$ cat src/rtl/scu_dsp_dma_ctrl.sv
// ---------------------------------------------------------------------------
// scu_dsp_dma_ctrl
//
// Sequencer for the SCU DSP DMA opcodes. One accepted command is executed as
// a series of single 32-bit word transfers between the external bus (D0) and
// either one of the four DSP data RAM banks or the DSP program RAM.
//
//   D0 -> RAM : XRD (bus read) -> RWR (RAM write) -> ... -> DONE
//   RAM -> D0 : RRD (RAM read) -> RLAT (capture)  -> XWR (bus write) -> ... -> DONE
//
// After the last word, DONE issues an address write-back pulse (unless HOLD
// was set) carrying the final external address for RA0/WA0.
//
// Ports
//   clk, rst            system clock, asynchronous active-high reset
//   ce                  clock enable; state and registers only move when ce=1
//   start               command issue strobe (sampled with ce=1 in IDLE only)
//   dir                 0: D0 -> RAM, 1: RAM -> D0
//   ram_sel             0-3 data RAM bank, 4 program RAM, 5-7 reserved
//   add_mode            external address step code (0,4,8,...,256 bytes)
//   cnt                 word count, 0 encodes 256
//   hold                1: suppress the address write-back
//   addr_in             start external byte address
//   busy                command in progress
//   ext_req/ext_we      external bus request / write qualifier
//   ext_addr/ext_do     external address / write data
//   ext_di/ext_ack      external read data / transfer acknowledge
//   ram_we/ram_re       one-hot data RAM write / read strobes
//   ram_inc             one-hot CT increment pulse for the selected bank
//   ram_do/ram_di       data RAM (and program RAM) write data / read data
//   prg_we/prg_addr     program RAM write strobe / word address
//   addr_wb/addr_out    write-back pulse / final external address
//   dbg_state           current FSM state (debug visibility)
//
// External handshake: ext_req is raised in XRD/XWR and held, together with a
// stable ext_addr, ext_we and ext_do, until a cycle where ext_req=1, ext_ack=1
// and ce=1 coincide; that cycle completes the transfer. ext_ack may be
// combinational and arrive in the very first request cycle. ext_ack seen
// while ext_req=0 or ce=0 is ignored.
// ---------------------------------------------------------------------------
module scu_dsp_dma_ctrl #(
  parameter int ADDR_W = 27,
  parameter int PRG_AW = 8
) (
  input  logic              clk,
  input  logic              rst,
  input  logic              ce,
  input  logic              start,
  input  logic              dir,
  input  logic [2:0]        ram_sel,
  input  logic [2:0]        add_mode,
  input  logic [7:0]        cnt,
  input  logic              hold,
  input  logic [ADDR_W-1:0] addr_in,
  output logic              busy,
  output logic              ext_req,
  output logic              ext_we,
  output logic [ADDR_W-1:0] ext_addr,
  output logic [31:0]       ext_do,
  input  logic [31:0]       ext_di,
  input  logic              ext_ack,
  output logic [3:0]        ram_we,
  output logic [3:0]        ram_re,
  output logic [3:0]        ram_inc,
  output logic [31:0]       ram_do,
  input  logic [31:0]       ram_di,
  output logic              prg_we,
  output logic [PRG_AW-1:0] prg_addr,
  output logic              addr_wb,
  output logic [ADDR_W-1:0] addr_out,
  output logic [2:0]        dbg_state
);

  typedef enum logic [2:0] {
    S_IDLE = 3'd0,
    S_XRD  = 3'd1,
    S_RWR  = 3'd2,
    S_RRD  = 3'd3,
    S_RLAT = 3'd4,
    S_XWR  = 3'd5,
    S_DONE = 3'd6
  } state_t;

  state_t state_q, state_d;

  // Command registers, loaded when a command is accepted in IDLE.
  logic [2:0]        sel_q;
  logic [8:0]        step_q;
  logic [8:0]        cnt_q;      // 9 bits so that a count of 256 is representable
  logic              hold_q;
  logic [ADDR_W-1:0] addr_q;
  logic [31:0]       data_q;
  logic [PRG_AW-1:0] prg_addr_q;

  logic       start_ok;
  logic       last_word;
  logic       sel_prg;
  logic [3:0] bank_oh;

  // Step in bytes: code 0 repeats the address, codes 1..7 give 4..256.
  function automatic logic [8:0] step_of(input logic [2:0] m);
    if (m == 3'd0) return 9'd0;
    return 9'd2 << m;
  endfunction

  // Reserved selects and program-RAM reads are not valid commands and are
  // dropped without leaving IDLE.
  assign start_ok  = start && ((ram_sel < 3'd4) || ((ram_sel == 3'd4) && !dir));
  assign last_word = (cnt_q == 9'd1);
  assign sel_prg   = (sel_q == 3'd4);
  // Program RAM (sel 4) maps to no data bank, so it never strobes RAM_WE/RE/INC.
  assign bank_oh   = sel_q[2] ? 4'b0000 : (4'b0001 << sel_q[1:0]);

  // -------------------------------------------------------------------------
  // State register
  // -------------------------------------------------------------------------
  always_ff @(posedge clk or posedge rst) begin
    if (rst) begin
      state_q <= S_IDLE;
    end else if (ce) begin
      state_q <= state_d;
    end
  end

  // -------------------------------------------------------------------------
  // Next-state logic
  // -------------------------------------------------------------------------
  always_comb begin
    state_d = state_q;
    case (state_q)
      S_IDLE: begin
        if (start_ok) state_d = dir ? S_RRD : S_XRD;
      end
      S_XRD: begin
        if (ext_ack) state_d = S_RWR;
      end
      S_RWR: begin
        state_d = last_word ? S_DONE : S_XRD;
      end
      S_RRD: begin
        state_d = S_RLAT;
      end
      S_RLAT: begin
        state_d = S_XWR;
      end
      S_XWR: begin
        if (ext_ack) state_d = last_word ? S_DONE : S_RRD;
      end
      S_DONE: begin
        state_d = S_IDLE;
      end
      default: begin
        state_d = S_IDLE;
      end
    endcase
  end

  // -------------------------------------------------------------------------
  // Datapath registers
  // -------------------------------------------------------------------------
  always_ff @(posedge clk or posedge rst) begin
    if (rst) begin
      sel_q      <= 3'd0;
      step_q     <= 9'd0;
      cnt_q      <= 9'd0;
      hold_q     <= 1'b0;
      addr_q     <= '0;
      data_q     <= 32'd0;
      prg_addr_q <= '0;
    end else if (ce) begin
      case (state_q)
        S_IDLE: begin
          if (start_ok) begin
            sel_q      <= ram_sel;
            step_q     <= step_of(add_mode);
            cnt_q      <= (cnt == 8'd0) ? 9'd256 : {1'b0, cnt};
            hold_q     <= hold;
            addr_q     <= addr_in;
            prg_addr_q <= '0;
          end
        end
        S_XRD: begin
          if (ext_ack) data_q <= ext_di;
        end
        S_RWR: begin
          // Address arithmetic wraps naturally at the register width.
          addr_q <= addr_q + ADDR_W'(step_q);
          cnt_q  <= cnt_q - 9'd1;
          if (sel_prg) prg_addr_q <= prg_addr_q + PRG_AW'(1);
        end
        S_RLAT: begin
          data_q <= ram_di;
        end
        S_XWR: begin
          if (ext_ack) begin
            addr_q <= addr_q + ADDR_W'(step_q);
            cnt_q  <= cnt_q - 9'd1;
          end
        end
        default: begin
        end
      endcase
    end
  end

  // -------------------------------------------------------------------------
  // Outputs. Strobes are qualified with ce so that each is exactly one
  // enabled cycle wide; level outputs decode the state directly, so an
  // asynchronous reset clears them immediately.
  // -------------------------------------------------------------------------
  always_comb begin
    busy    = (state_q != S_IDLE);
    ext_req = (state_q == S_XRD) || (state_q == S_XWR);
    ext_we  = (state_q == S_XWR);
    ram_we  = 4'b0000;
    ram_re  = 4'b0000;
    ram_inc = 4'b0000;
    prg_we  = 1'b0;
    addr_wb = 1'b0;
    if (ce) begin
      case (state_q)
        S_RWR: begin
          ram_we  = bank_oh;
          ram_inc = bank_oh;
          prg_we  = sel_prg;
        end
        S_RRD: begin
          ram_re  = bank_oh;
          ram_inc = bank_oh;
        end
        S_DONE: begin
          addr_wb = !hold_q;
        end
        default: begin
        end
      endcase
    end
  end

  assign ext_addr  = addr_q;
  assign ext_do    = data_q;
  assign ram_do    = data_q;
  assign prg_addr  = prg_addr_q;
  assign addr_out  = addr_q;
  assign dbg_state = state_q;

endmodule
$ cat config.mk
export PLATFORM = sky130hd
export DESIGN_NAME = scu_dsp_dma_ctrl
export DESIGN_NICKNAME = d
export VERILOG_FILES = /design/src/rtl/scu_dsp_dma_ctrl.sv
export SDC_FILE = /design/constraint.sdc
export NUM_CORES = 1
export LEC_CHECK = 0
export ABC_AREA = 1
export BUFFER_PORTS_ARGS = -buffer_cell sky130_fd_sc_hd__buf_2
export CAP_MARGIN = 20
export CORE_MARGIN = 2
export CORE_UTILIZATION = 53
export DETAILED_ROUTE_END_ITERATION = 6
export PLACE_DENSITY_LB_ADDON = 0.05
export SYNTH_ARGS = -nofsm -noshare
export SYNTH_HDL_FRONTEND = slang
export SYNTH_SLANG_ARGS = --single-unit
$ cat constraint.sdc
create_clock -name clk -period 5.05 [get_ports clk]
set_clock_uncertainty 0.15 [all_clocks]
set_input_delay 1.01 -clock clk [delete_from_list [all_inputs] [get_ports clk]]
set_output_delay 1.01 -clock clk [all_outputs]
set_load 0.005 [all_outputs]
==> run metrics <==
Worst-Margin Slew 818 ps; maxcap violations 0; Period minus WS final 3320 ps; routability cong. 0.910; drt drc 0; Routed Antenna Nets 0; worst setup path start dbg_state[2]; post-CTS setup buffer count 0; hold_sp cnt_q[7]; Post-Syn Instances 885; status complete, no violations; num rows 39; CP Class flop to flop; slowest stage delay, CP 550 ps; DIE AREA 0.0125 sq mm; leakage power total 0.00391 uW; setup ws final 1730 ps; reg2reg start dbg_state[2]; Num CTS Buffers 9; Pwr Density 617 mW/mm^2; Chip Width 112 um; Fin Setup TNS 0 ps; final worst-path cycle share 65.7%; Cell variety after synth 34; Crit Path Max Fanout 49; mapped cell area 0.00614 sq mm; Initial Util 54.0%; Crit path arrival time 3400 ps; WP buf/inv 4; Hold Path Class flop to flop; hpwl dp 12200 um; grt total ovfl 0; Setup crit start kind flop; family with the most delay on the worst path simple AND/OR/NAND/NOR gates; syn_nets 1008; TritonCTS clock tree yes; 1st-iter DRT viols 428; total track usage 27.3%; fin cells 1213; worst-path cell chain buf_4, inv_2, nand2_2, nor2_4, nor2_4, inv_2, nor2_2, inv_2, nand2_1, o21ai_2; RSZ-0062 raised after global routing no; Syn. warnings 0; clk sink count 90; Hold Violations, Final 0; Slew HR 45.4%; Root Buffer clkbuf_16; Place WS 1690 ps; placed insts 1198; Synth area leaders dfrtp_1, nand2_1, nand3_1; syn avg cell area 6.93 sq um; layout cell share with drive strength beyond 1 28.2%; register area share after synthesis 36.7%; Crit. End Element flop; Final #Nets 1189; vias in the first global route 5637; Clk pin slew, worst setup/hold paths 60 ps; Final Util 64.6%; max-slew violation count 0; Area growth syn-to-layout 19.6%; core area 0.0114 sq mm; CP max stage cell nor2_4; minimum hold slack 341 ps; # fillers 1094; H-tree depth 3; DRT Pass-1 Iters 5; Clock Latency Late Sink 350 ps; worst vdd ir 0.366 mV; Req. time, crit path 5130 ps; routed via count 6226; ys flop type dfrtp_1; Longest Clk Path Bufs 2; asr flop ratio synth 100%; Vias/cell 5.13; DRT Wirelength 16700 um; flops & latches, synth 90; Max Fclk 0.301 GHz; Setup violations, final 0; I/O pin count 258; post-CTS sizing 0; first-pass GRT wire length 27800 um; post-detailed-route wirelength per cell 13.8 um; largest net degree at the start of global routing 65; Yosys top cell area share 36.7%; Post-synth EDFFs 0; initial antenna violation count 0; die height 112 um; Crit path top cell by count inv_2; Antenna diodes 0; top cell type by total area after synthesis dfrtp_1; hold buffers post-CTS 0; IO Port Bufs 257
routing by layer:
layer	global-route usage (%)	vias to the layer above	share of wire, %
li1	-	3163	-
met1	37.8	2806	45
met2	43.1	233	46
met3	5.06	24	6.8
met4	9.79	0	2.1
met5	0	-	0
path summary, 6_finish.rpt:
kind                              end  slack (ps)  cells past startpoint
setup reg to reg            step_q[5]        1730                     10
min in group asynchronous  ext_do[19]         530                      2
max in group asynchronous    sel_q[1]        3040                      3
hold reg to reg              cnt_q[7]         340                      2
hold / removal               cnt_q[7]         340                      2
setup / recovery            step_q[5]        1730                     10
cell type report:
class / instances / area (sq um) / area share (%)
Multi-Input combinational cell: 627 / 2990 / 40.8
Sequential cell: 90 / 2250 / 30.7
Timing Repair Buffer: 261 / 1320 / 17.9
Inverter: 77 / 290 / 3.95
Clock buffer: 11 / 233 / 3.17
Tap cell: 143 / 179 / 2.44
Clock inverter: 4 / 76.3 / 1.04
cells in the final DEF, fill, tap and decap left out, types with 2 or more instances in the layout:
cell / count
nand3b_1: 3
o21a_1: 2
xnor2_1: 3
bufinv_16: 2
nor2_1: 116
a21oi_1: 11
inv_2: 6
o31ai_1: 8
xor2_1: 10
nand4_1: 10
nor2_2: 2
buf_2: 257
nand3_1: 95
buf_4: 4
nand2_2: 3
and2_1: 3
clkbuf_1: 2
nand2_1: 252
inv_1: 69
o21ai_1: 10
o211ai_1: 2
dfrtp_1: 90
nor3_1: 10
ha_1: 11
nor2_4: 4
or2_2: 3
o21ai_2: 7
o21ai_0: 25
a31oi_1: 33
clkbuf_16: 9
cell usage after synthesis, types with 2 or more instances:
cell,n
o211ai_1,2
nor2_4,4
o31ai_1,8
buf_2,16
nand4_1,10
xnor2_1,3
inv_2,6
o21ai_2,7
ha_1,11
nand3_1,95
xor2_1,10
o21a_1,2
nand2_1,252
o21ai_0,25
clkbuf_1,12
a21oi_1,11
dfrtp_1,90
inv_1,70
and2_1,3
buf_4,62
nor3_1,10
a31oi_1,33
nor2_2,2
nand2_2,3
o21ai_1,10
or2_2,3
nand3b_1,3
nor2_1,116
registers in the layout (all words and copies together) (netlist names):
register,flops
sel_q,3
dbg_state,3
prg_addr,8
addr_out,27
ext_do,32
hold_q,1
cnt_q,9
step_q,7
cell families after synthesis:
logic type | count (synthesis) | share of synthesized area [%]
simple gates | 503 | 34.7
buf+inv | 168 | 14.5
compound gates | 100 | 9.97
flops | 90 | 36.7
xor+xnor | 13 | 1.86
fa+ha+maj | 11 | 2.24
through the flow:
stage / area (sq um) / power [uW]
floorplan: 6140 / 3250
global placement: 7030 / 3780
detailed placement: 7030 / 3820
CTS: 7340 / 4560
global route: 7340 / 4940
finish: 7340 / 4530
power breakdown:
part           internal (uW)  total [uW]  switching [uW]  leakage [uW]
registers               1060        1430             367       0.00109
logic                    925        2370            1450       0.00268
clock network            433         726             292      0.000146
worst register-to-register path: stages, from the launching register on:
cell and delay (ps):
dfrtp_1 320, buf_4 350, inv_2 140, nand2_2 130
nor2_4 70, nor2_4 550, inv_2 520, nor2_2 500
inv_2 250, nand2_1 140, o21ai_2 60
Note: power is estimated with default switching activity, not from simulation.
